## src/rtl/branch_predict_unit.sv

```systemverilog
// Branch resolve and prediction unit: a PC-indexed table of 2-bit saturating
// counters supplies a combinational fetch prediction, and a one-cycle resolve
// path computes the actual outcome, flags mispredicts and trains the table.
module branch_predict_unit #(
  parameter int unsigned DATA_W    = 32,
  parameter int unsigned PC_W      = 32,
  parameter int unsigned BHT_DEPTH = 16,
  parameter int unsigned CNT_W     = 16
) (
  input  logic              clk,
  input  logic              rst,
  input  logic [PC_W-1:0]   fetch_pc,
  output logic              fetch_pred_taken,
  input  logic              res_valid,
  input  logic [5:0]        res_opcode,
  input  logic [PC_W-1:0]   res_pc,
  input  logic [DATA_W-1:0] res_rs,
  input  logic [DATA_W-1:0] res_rt,
  input  logic              res_pred_taken,
  output logic              out_valid,
  output logic              out_taken,
  output logic              out_mispredict,
  output logic [CNT_W-1:0]  mispredict_count
);

  localparam int unsigned IDX_W = (BHT_DEPTH > 1) ? $clog2(BHT_DEPTH) : 1;

  localparam logic [5:0] OP_BEQ  = 6'b000100;
  localparam logic [5:0] OP_BNE  = 6'b000101;
  localparam logic [5:0] OP_BGT  = 6'b000111;
  localparam logic [5:0] OP_BGTE = 6'b000110;
  localparam logic [5:0] OP_BLT  = 6'b000001;
  localparam logic [5:0] OP_BLTE = 6'b011100;
  localparam logic [5:0] OP_BLTU = 6'b011110;
  localparam logic [5:0] OP_BGEU = 6'b011111;

  localparam logic [1:0] CTR_STRONG_NT = 2'b00;
  localparam logic [1:0] CTR_WEAK_NT   = 2'b01;
  localparam logic [1:0] CTR_STRONG_T  = 2'b11;

  localparam logic [CNT_W-1:0] CNT_MAX = '1;

  logic [1:0]       bht_q [BHT_DEPTH];
  logic [1:0]       bht_d [BHT_DEPTH];
  logic             out_valid_q, out_valid_d;
  logic             out_taken_q, out_taken_d;
  logic             out_mispredict_q, out_mispredict_d;
  logic [CNT_W-1:0] count_q, count_d;

  logic [IDX_W-1:0] fetch_idx;
  logic [IDX_W-1:0] res_idx;
  logic             is_branch;
  logic             taken;
  logic             op_eq;
  logic             op_slt;
  logic             op_ult;

  // Only word-aligned PC bits select a counter; the rest are deliberately dropped.
  logic unused_pc_parity;
  assign unused_pc_parity = ^{fetch_pc, res_pc};

  assign fetch_idx = fetch_pc[IDX_W+1:2];
  assign res_idx   = res_pc[IDX_W+1:2];

  // Fetch prediction reads the registered table, so a same-cycle update is not visible.
  assign fetch_pred_taken = bht_q[fetch_idx][1];

  assign out_valid        = out_valid_q;
  assign out_taken        = out_taken_q;
  assign out_mispredict   = out_mispredict_q;
  assign mispredict_count = count_q;

  // Full-width native compares; signed relation uses a true signed compare.
  always_comb begin
    op_eq  = (res_rs == res_rt);
    op_slt = ($signed(res_rs) < $signed(res_rt));
    op_ult = (res_rs < res_rt);
  end

  // Decode opcode into branch/non-branch and the actual outcome.
  always_comb begin
    is_branch = 1'b1;
    taken     = 1'b0;
    case (res_opcode)
      OP_BEQ:  taken = op_eq;
      OP_BNE:  taken = !op_eq;
      OP_BGT:  taken = !op_slt && !op_eq;
      OP_BGTE: taken = !op_slt;
      OP_BLT:  taken = op_slt;
      OP_BLTE: taken = op_slt || op_eq;
      OP_BLTU: taken = op_ult;
      OP_BGEU: taken = !op_ult;
      default: begin
        is_branch = 1'b0;
        taken     = 1'b0;
      end
    endcase
  end

  // Next-state for result registers, mispredict counter and counter table.
  always_comb begin
    out_valid_d      = res_valid;
    out_taken_d      = res_valid && taken;
    out_mispredict_d = res_valid && (taken ^ res_pred_taken);
    count_d          = count_q;
    bht_d            = bht_q;

    if (out_mispredict_d && (count_q != CNT_MAX)) begin
      count_d = count_q + CNT_W'(1);
    end

    if (res_valid && is_branch) begin
      if (taken) begin
        if (bht_q[res_idx] != CTR_STRONG_T) begin
          bht_d[res_idx] = bht_q[res_idx] + 2'd1;
        end
      end else begin
        if (bht_q[res_idx] != CTR_STRONG_NT) begin
          bht_d[res_idx] = bht_q[res_idx] - 2'd1;
        end
      end
    end
  end

  // State registers; synchronous reset wins over any concurrent resolve.
  always_ff @(posedge clk) begin
    if (rst) begin
      out_valid_q      <= 1'b0;
      out_taken_q      <= 1'b0;
      out_mispredict_q <= 1'b0;
      count_q          <= '0;
      for (int i = 0; i < int'(BHT_DEPTH); i++) begin
        bht_q[i] <= CTR_WEAK_NT;
      end
    end else begin
      out_valid_q      <= out_valid_d;
      out_taken_q      <= out_taken_d;
      out_mispredict_q <= out_mispredict_d;
      count_q          <= count_d;
      bht_q            <= bht_d;
    end
  end

endmodule

```

## config.mk

```make
export PLATFORM = sky130hd
export DESIGN_NAME = branch_predict_unit
export DESIGN_NICKNAME = d
export VERILOG_FILES = /design/src/rtl/branch_predict_unit.sv
export SDC_FILE = /design/constraint.sdc
export NUM_CORES = 1
export LEC_CHECK = 0
export ABC_AREA = 1
export CORE_ASPECT_RATIO = 0.7
export CORE_MARGIN = 2
export CORE_UTILIZATION = 48
export DETAILED_ROUTE_END_ITERATION = 6
export GPL_ROUTABILITY_DRIVEN = 1
export PLACE_DENSITY = 0.95
export SYNTH_ARGS = -nofsm -noshare
export SYNTH_HDL_FRONTEND = slang
export SYNTH_SLANG_ARGS = --single-unit
```

## constraint.sdc

```tcl
create_clock -name clk -period 8.1 [get_ports clk]
set_input_delay 0.81 -clock clk [delete_from_list [all_inputs] [get_ports clk]]
set_output_delay 0.81 -clock clk [all_outputs]
set_load 0.1 [all_outputs]
```

# == Word-level counts from Yosys, hierarchy flattened ==
# Cells that the tools add are included.
# word_totals
reg_bits,51
input_bits,138
out_inout_bits,20
word_cells,72
# op_classes
addsub,3
magnitude_cmp,5
n_eq_ne,12
muxes,15
bitwise_logic,3
n_reduce_logical,14
# ops
op,count
32-bit two-way mux,3
32-bit bitwise mux,2
32-bit less-than comparator,2
32-bit == test,1
6-bit by 3-bit == test with 1-bit output (second input constant),4
6-bit by 5-bit == test with 1-bit output (second input constant),3
16-bit by 1-bit adder with 16-bit output (second input constant),1
2-bit binary-select mux with 4-bit select,2
16-bit inequality test (second input constant),1
5-bit greater-or-equal comparator (second input constant),2
2-bit two-way mux,5
4-bit inverter with 5-bit output,2
2-bit demux with 4-bit select,1
1-bit one-hot mux with 8 select lines,1
8-bit OR reduction,1
6-bit by 1-bit == test with 1-bit output (second input constant),1
1-bit logical AND,6
5-bit by 1-bit less-than comparator with 1-bit output (second input constant),1
2-bit nonzero test,2
1-bit logical NOT,3
3-bit AND reduction,1
2-bit by 1-bit adder with 2-bit output (second input constant),1
2-bit by 1-bit inequality test with 1-bit output (second input constant),1
2-bit inequality test (second input constant),1
4 further kinds,4

# == Depth between registers and ports, before layout ==
# Gate-level depths: netlist (run 1).
# depth
ltp_word,8
depth_mapped,25
depth_no_buf,24

# == Worst setup path before layout (run 1) ==
# OpenSTA, ideal clock, no wires.
# synth_timing
path_type,input to output
from,input port fetch_pc[2]
to,output port fetch_pred_taken
arrival_time_ps,3373
required_time_ps,7290
path_slack_ps,3917
cell_stages,5
n_path_buf,1
path_cell_list,clkbuf_1 > o211ai_1 > nand3_1 > nand2_1 > o21ai_0
# synth_via
elab_chain_cells,4
# synth_lines
item,line_no,text
from (decl),12,"input logic [PC_W-1:0] fetch_pc,"
4-bit inverter with 5-bit output (implied by the code),66,assign fetch_pred_taken = bht_q[fetch_idx][1];
2-bit binary-select mux with 4-bit select,66,
2-bit two-way mux (implied by the code) (2 in series),66,
to (decl),13,"output logic fetch_pred_taken,"
# No other way between the ends. The select of a mux whose other input is x is not followed.

# == Final worst setup path (run 1) ==
# layout_timing
from,input port res_pc[2]
to,register bht_q[7] (netlist name)
# layout_via
elab_chain_cells,8
word_cells_on_any_way,21
classes_between,add/sub: 2; order compare: 2; eq/ne: 2; mux: 10; bitwise: 1; reduce/logical: 4
# layout_lines
item,line_no,text
from (decl),16,"input logic [PC_W-1:0] res_pc,"
4-bit inverter with 5-bit output (implied by the code) (*),--,
2-bit binary-select mux with 4-bit select (tied with other cells),--,
2-bit two-way mux (implied by the code) / 1-bit logical AND (equally long branches),--,
2-bit two-way mux (on tied branches),--,
2-bit by 1-bit subtractor with 2-bit output (tied with other cells),119,bht_d[res_idx] = bht_q[res_idx] - 2'd1;
32-bit bitwise mux (on tied branches),"119, 115",
32-bit two-way mux (on tied branches),"118, 114",
32-bit two-way mux,113,if (taken) begin
to (signal assigned),140,bht_q <= bht_d;
to (decl),43,logic [1:0] bht_q [BHT_DEPTH];
# Mark *: on every way between the ends. The rest lies on a longest branch, timed or not. The select of a mux whose other input is x is not followed.
# A chain may end at the register's enable or synchronous reset.

==> impl_metrics.ini, run 1 <==
[synth]
synth_nets = 811
synth-seq-cells = 51
syn_area_um2 = 4080
yosysUniqueCellTypes = 38
yosysWarnings = 0
postSynthAreaPerCell_um2 = 6.40
synth_cells = 638
yosysSeqAreaShare_pct = 25.0

[layout]
final_common_cell = nand2_1
drive_above_1_share_pct = 4.41
syn_to_final_growth_pct = 28.7
mostFrequentLayoutCells = nand2_1, clkdlybuf4s50_1, inv_1
utilization_pct = 63.0
diodes = 0
finalNetCount = 897

[floorplan]
pin_count = 158
die_w_um = 114
row_count = 28
initial_utilization_pct = 49.0
die_y_um = 81.2
fp.coreArea_um2 = 8340
die_area_um2 = 9270

[cts]
cts_tree = done
clock_latency_ps = 310
root_buffer = clkbuf_16
clock-sinks = 51
htreeDepth = 2
clk_path_buf_depth = 2
clk_pin_slew_ps = 70
numCtsBuffers = 5
postCtsSetupRepairBufs = 0
cts_resized = 0
hold_buffers = 0

[min_path]
holdCritPathClass = reg2reg

[timing]
final.min_clock_period_ps = 4380
finalMaxSlewViolations = 0
max_freq_ghz = 0.228
period_share_pct = 54.1
worst_slew_pin_slew_ps = 991
slew_headroom_pct = 33.7
grt_setup_unrepaired = false
fin_skew_ps = 6.96
hold_viol = 0
fin_tns_setup_ps = 0
setup_viol = 0

[grt]
overflow = 0
grt_pass1_wl_mm = 18.9
grt_max_degree = 28
grt_pass1_vias = 4282
grtUsageMet2_pct = 46.0
grtUsageMet1_pct = 29.6
use_met3_pct = 4.78
grt_usage_pct = 25.1
grt-busiest-layer = met2
antenna_found_initial = 0

[detailed_routing]
drt_wl_total_mm = 11.6
drtIter0Drc = 529
post_drt_wl_per_cell_um = 14.0
vias = 4615
drtPass1Iterations = 5
route.detailed.drc = 0
post_drt_via_cell_ratio = 5.56
ant_nets = 0

[critical_path]
crit_path_top_delay_cell = nand4_1
cp_cell_sequence = clkdlybuf4s50_1 > inv_1 > nand2_1 > o22ai_1 > o21ai_0 > nand4_1 > ha_1 > nand3_2 > nand2_2 > nor2_8 > nand3_1 > a21oi_1
cp_data_required_time_ps = 8350
path_max_fanout = 25
cpPeakStageDelay_ps = 740
arrival_ps = 4620
startpoint_type = input port
crit_type = in2reg
critPathCaptureType = register

[place]
portBuffers = 101
gp_congestion = 0.937
dp_hpwl_mm = 8.75

[pwr]
p_per_area_nw_per_um2 = 122
leakagePower_nw = 2.36
irDropWorstVdd_mv = 0.118

[run]
cap_violations = 0

[run_status]
outcome = complete, no violations
[through the flow]
step | hold slack (ps) | setup slack, ps | instances | instance area (um2) | power [mW]
2_1_floorplan | 442 | 3920 | 638 | 4080 | 0.362
3_3_place_gp | 453 | 3730 | 822 | 5110 | 0.421
3_5_place_dp | 462 | 3580 | 822 | 5110 | 0.428
4_1_cts | 478 | 3890 | 830 | 5260 | 0.640
5_1_grt | 485 | 3570 | 830 | 5260 | 0.666
6_report | 478 | 3720 | 830 | 5260 | 0.639
[final cells by class]
class                   instances  area [um2]
inverters                      87         327
well taps                     105         131
multi-input cells             477        2620
repair buffers                102        1020
clock buffers                   6         129
clock inverters                 2        12.5
fillers                       720        3080
flip-flops and latches         51        1020
[path summary, 6_finish.rpt]
path                   from                     to  slack [ps]  depth (start not counted)
setup reg to reg   register  bht_q[7]$_SDFFE_PP0P_        4890                          9
hold reg to reg    register               register         480                          2
setup / recovery  res_pc[2]  bht_q[7]$_SDFFE_PP0P_        3720                         12
hold / removal     register               register         480                          2
[worst max-delay path, delay by kind of cell]
kind	cells	cell delay [ps]
compound gates	3	590
simple gates	6	2100
buf+inv	2	560
fa+ha+maj	1	540
[kinds of logic after synthesis]
| kind of cell | count (synthesis) | share of synthesized area (%) |
|---|---|---|
| AND/OR/NAND/NOR | 341 | 38.4 |
| buffers and inverters | 110 | 10.9 |
| AO/OA/AOI/OAI | 86 | 11.8 |
| flip-flops | 51 | 25.0 |
| adder cells (fa/ha/maj) | 35 | 10.7 |
| XOR/XNOR | 15 | 3.22 |
[cell usage after synthesis, drive strengths merged]
cell    count  share of area, %
nand3      78                10
nand3b      1              0.18
nand4      22               3.5
dfxtp      51                25
a21o        1              0.18
buf         9               1.6
ha         35                11
nand2     154                15
o211ai      2              0.37
o21ai      23               2.8
o31ai       1              0.18
nor3       20               2.5
nor2       64               6.9
o22ai      11               1.7
a22oi       2              0.37
inv        85               7.8
a21oi      43               5.5
o41ai       1              0.21
o21a        1              0.18
xnor2       6               1.3
nor4        1              0.15
o221ai      1              0.21
clkbuf     14               1.3
xor2        9               1.9
or4         1              0.18
clkinv      2              0.18
[power by group]
group / leakage, nW / internal (mW) / total [mW] / switching (mW)
clock: 0.0669 / 0.114 / 0.215 / 0.101
sequential: 0.412 / 0.253 / 0.256 / 0.00230
combinational: 1.88 / 0.0683 / 0.168 / 0.100
total: 2.36 / 0.436 / 0.639 / 0.203
[metal layers]
layer,wire (um),part of all wire [%]
met2,5640,48
met5,0,0
met1,4910,42
met4,258,2.2
met3,823,7.1
Power figures use the tool's default switching activity.
==> run 2: changes to the inputs <==
--- a/config.mk
+++ b/config.mk
@@ -8,10 +8,10 @@
 export ABC_AREA = 1
 export CORE_ASPECT_RATIO = 0.7
 export CORE_MARGIN = 2
-export CORE_UTILIZATION = 48
+export CORE_UTILIZATION = 45
 export DETAILED_ROUTE_END_ITERATION = 6
 export GPL_ROUTABILITY_DRIVEN = 1
-export PLACE_DENSITY = 0.95
+export PLACE_DENSITY = 0.92
 export SYNTH_ARGS = -nofsm -noshare
 export SYNTH_HDL_FRONTEND = slang
 export SYNTH_SLANG_ARGS = --single-unit
==> constraint.sdc (replaced) <==
create_clock -name clk -period 4.3 [get_ports clk]
set_input_delay 0.43 -clock clk [delete_from_list [all_inputs] [get_ports clk]]
set_output_delay 0.43 -clock clk [all_outputs]
set_load 0.1 [all_outputs]
==> run 2 against run 1 <==
  * Hold slack got worse by 6.0 ps
  * Wire length fell by 6.0%
  * Sequential power rose by 88%
  * Core utilization fell by 3.9 points
  * Largest power group unchanged
  * Critical endpoint is now bht_q[11]$_SDFFE_PP0P_
  * Total power rose by 87%
  * First-iteration DRC count fell by 5.7%
==> impl_metrics.ini, run 2 (synthesis results as in run 1) <==
[min_path]
holdCritPathClass = reg2reg

[floorplan]
die_w_um = 118
fp.coreArea_um2 = 8930
die_area_um2 = 9860
initial_utilization_pct = 45.7
row_count = 29
die_y_um = 83.7
pin_count = 158

[detailed_routing]
route.detailed.drc = 0
drt_wl_total_mm = 10.9
vias = 4553
drtIter0Drc = 499
post_drt_wl_per_cell_um = 12.9
drtPass1Iterations = 6
post_drt_via_cell_ratio = 5.36
ant_nets = 0

[timing]
fin_tns_setup_ps = 0
layout_setup_ws_ps = 1010
final.min_clock_period_ps = 3290
grt_setup_unrepaired = false
setup_viol = 0
hold_viol = 0
finalMaxSlewViolations = 0
fin_skew_ps = 6.90
max_freq_ghz = 0.304
slew_headroom_pct = 33.2
worst_slew_pin_slew_ps = 998
period_share_pct = 76.5

[grt]
grt_max_degree = 28
antenna_found_initial = 0
grt_pass1_vias = 4221
grt_usage_pct = 22.9
overflow = 0
grt_pass1_wl_mm = 19.2

[layout]
finalNetCount = 898
diodes = 0
mostFrequentLayoutCells = nand2_1, clkdlybuf4s50_1, inv_1
final_common_cell = nand2_1
syn_to_final_growth_pct = 29.4
final_cells = 849
fillerInstances = 840
drive_above_1_share_pct = 4.69

[pwr]
switching_power_uw = 375
p_per_area_nw_per_um2 = 226
combPwrFrac_pct = 26.5
pwr-share-clk_pct = 33.1
p_int_uw = 818
irDropWorstVdd_mv = 0.190
leakagePower_nw = 2.37
p_sw_share_pct = 31.4
pwr-share-seq_pct = 40.4

[cts]
clock_latency_ps = 300
postCtsSetupRepairBufs = 0
numCtsBuffers = 5
clk_path_buf_depth = 2
root_buffer = clkbuf_16
cts_resized = 0
hold_buffers = 0
clock-sinks = 51
cts_tree = done
htreeDepth = 2
clk_pin_slew_ps = 70

[critical_path]
cpPeakStageDelay_ps = 500
cp_cell_sequence = clkdlybuf4s50_1 > inv_1 > nand2_1 > o22ai_1 > o21ai_0 > nand4_1 > ha_1 > nand3_2 > nand2_2 > nor2_8 > nand3_1 > a21oi_1
cp_data_required_time_ps = 4530
crit_type = in2reg
arrival_ps = 3520
startpoint_type = input port
critPathCaptureType = register
crit_path_top_delay_cell = clkdlybuf4s50_1
path_max_fanout = 25

[place]
portBuffers = 101
placedCellCount = 842
gp_congestion = 0.883
dp_hpwl_mm = 8.16
dpl_worst_slack_ps = 766

[run_status]
outcome = complete, no violations

[run]
cap_violations = 0
run 2: per-layer routing:
metal / vias up / GRT usage, % / share of wire [%]
met5: - / 0 / 0
met4: 0 / 4.93 / 1.1
met3: 19 / 5.40 / 9.4
met2: 210 / 37.7 / 45
met1: 2033 / 30.7 / 44
li1: 2291 / - / -
run 2: final timing paths:
kind                                      endpoint  depth (start not counted)  slack, ps                             start
setup reg to reg  mispredict_count[4]$_SDFFE_PP0P_                          8       1600  mispredict_count[1]$_SDFFE_PP0P_
setup / recovery            bht_q[11]$_SDFFE_PP0P_                         12       1010                         res_pc[2]
hold / removal                            register                          2        470                          register
hold reg to reg                           register                          2        470                          register
run 2: stage by stage:
stage	cell area, um2	total power, mW	utilization [%]	hold WS, ps
3_3_place_gp	5140	0.798	57.6	455
4_1_cts	5280	1.20	59.2	475
5_1_grt	5280	1.26	59.2	494
6_report	5280	1.19	59.2	472
2_1_floorplan	4080	0.683	-	442
3_5_place_dp	5140	0.806	57.6	458
run 2: cell type report:
type / instances / area [um2] / area share (%)
Sequential cell: 51 / 1020 / 19.3
Clock inverter: 2 / 13.8 / 0.261
Tap cell: 124 / 155 / 2.94
Inverter: 87 / 327 / 6.18
Multi-Input combinational cell: 477 / 2620 / 49.5
Timing Repair Buffer: 103 / 1020 / 19.4
Clock buffer: 5 / 125 / 2.37
run 2: worst max-delay path, delay by kind of cell:
family / cells / cell delay (ps)
compound gates: 3 / 580
fa+ha+maj: 1 / 300
buf+inv: 2 / 560
simple gates: 6 / 1630
run 2: power by group through the flow:
stage	Clock (mW)	Combinational, mW	Sequential (mW)
2_1_floorplan	0	0.159	0.524
3_3_place_gp	0	0.305	0.492
3_5_place_dp	0	0.313	0.493
4_1_cts	0.400	0.314	0.482
5_1_grt	0.431	0.349	0.483
6_report	0.395	0.316	0.482
==> run 3: changes to the inputs <==
==> constraint.sdc (replaced) <==
create_clock -name clk -period 3.1 [get_ports clk]
set_input_delay 0.31 -clock clk [delete_from_list [all_inputs] [get_ports clk]]
set_output_delay 0.31 -clock clk [all_outputs]
set_load 0.1 [all_outputs]
==> run 3 against run 2 <==
  * Sequential cell count stayed put
  * Via count is 0.26% higher
  * Global-route usage hardly changed
  * Critical path type unchanged
==> impl_metrics.ini, run 3 (synthesis results as in run 1) <==
[timing]
grt_setup_unrepaired = false
worst_slew_pin_slew_ps = 977
fin_skew_ps = 7.58
slew_headroom_pct = 34.6
fin_tns_setup_ps = 0
hold_viol = 0
layout_setup_ws_ps = 306
finalMaxSlewViolations = 0
setup_viol = 0
max_freq_ghz = 0.358
period_share_pct = 90.1
final.min_clock_period_ps = 2790

[critical_path]
cpPeakStageDelay_ps = 520
crit_type = in2reg
arrival_ps = 2950
cp_data_required_time_ps = 3250
r2r_cells = 9
startpoint_type = input port
crit_path_top_delay_cell = clkdlybuf4s50_1
critPathCaptureType = register
cp_cell_sequence = clkdlybuf4s50_1 > nor2_1 > inv_1 > o22ai_1 > o21ai_0 > nand4_1 > buf_4 > ha_1 > nand3_2 > buf_4 > nand4_1 > nand2_1 > nand3_1
path_max_fanout = 16

[floorplan]
die_y_um = 83.7
initial_utilization_pct = 45.7
pin_count = 158
die_w_um = 118
die_area_um2 = 9860
fp.coreArea_um2 = 8930
row_count = 29

[detailed_routing]
route.detailed.drc = 0
ant_nets = 0
vias = 4565
drtIter0Drc = 452
post_drt_via_cell_ratio = 5.24
drt_wl_total_mm = 11.1
drtPass1Iterations = 5
post_drt_wl_per_cell_um = 12.8

[layout]
utilization_pct = 61.5
final_common_cell = nand2_1
finalNetCount = 920
diodes = 0
syn_to_final_growth_pct = 34.4
mostFrequentLayoutCells = nand2_1, clkdlybuf4s50_1, inv_1
drive_above_1_share_pct = 8.02
fillerInstances = 802

[cts]
numCtsBuffers = 5
clock-sinks = 51
hold_buffers = 0
clock_latency_ps = 300
clk_pin_slew_ps = 70
cts_resized = 0
root_buffer = clkbuf_16
cts_tree = done
clk_path_buf_depth = 2
postCtsSetupRepairBufs = 0
htreeDepth = 2

[pwr]
total_power_mw = 1.70
irDropWorstVdd_mv = 0.233
p_per_area_nw_per_um2 = 309
leakagePower_nw = 2.48

[run_status]
outcome = complete, no violations

[grt]
antenna_found_initial = 0
grt_pass1_wl_mm = 19.0
grt_usage_pct = 22.9
overflow = 0
grt_max_degree = 27
grt_pass1_vias = 4177

[place]
portBuffers = 101
gp_congestion = 0.925
dpl_worst_slack_ps = 61.9
dp_hpwl_mm = 8.47

[run]
cap_violations = 0

[min_path]
holdPathStages = 2
holdCritPathClass = reg2reg
==> run 3: cell types whose count changed in the layout (fill, tap and decap cells not counted), moves of 2 or more <==
| cell | before | now |
|---|---|---|
| clkinvlp_4 | 0 | 2 |
| buf_12 | 0 | 3 |
| buf_4 | 3 | 25 |
| clkdlybuf4s50_1 | 100 | 97 |
==> run 3: worst paths after layout <==
path	to	start	slack, ps
min	register	register	470
min reg2reg	register	register	470
max	register	res_pc[3]	310
max reg2reg	mispredict_count[14]$_SDFFE_PP0P_	mispredict_count[0]$_SDFFE_PP0P_	780
==> run 3: where the power goes <==
| group | leakage (nW) | total [mW] | internal [mW] | switching (mW) |
|---|---|---|---|---|
| Combinational | 2.00 | 0.466 | 0.201 | 0.265 |
| Sequential | 0.412 | 0.668 | 0.662 | 0.00615 |
| Clock | 0.0664 | 0.564 | 0.302 | 0.262 |
==> run 3: stage by stage <==
stage | hold WS, ps | area, um2 | cells
floorplan | 435 | 4080 | 638
CTS | 474 | 5490 | 872
finish | 474 | 5490 | 872
detailed placement | 458 | 5340 | 864
global placement | 455 | 5340 | 864
global route | 502 | 5490 | 872
==> run 3: worst max-delay path: cells and delay by family <==
kind	cells	cell delay, ps
buffers and inverters	4	1270
and+or+nand+nor	6	740
AOI/OAI and AO/OA	2	430
adders and majority gates	1	200
==> run 3: cell type report <==
type	instances	area, um2	share of cell area (%)
multi-input combinational	477	2620	47.7
sequential	51	1020	18.6
inverter	87	327	5.95
timing repair buffer	125	1220	22.2
clock inverter	3	23.8	0.433
clock buffer	5	125	2.28
tap	124	155	2.83
==> run 3: per-layer routing <==
metal  share of wire [%]  routed length, um  global-route usage, %
met1                  46               5110                   31.5
met2                  45               5030                   37.3
met3                 7.7                852                   4.17
met4                 1.3                140                   5.81
met5                   0                  0                      0
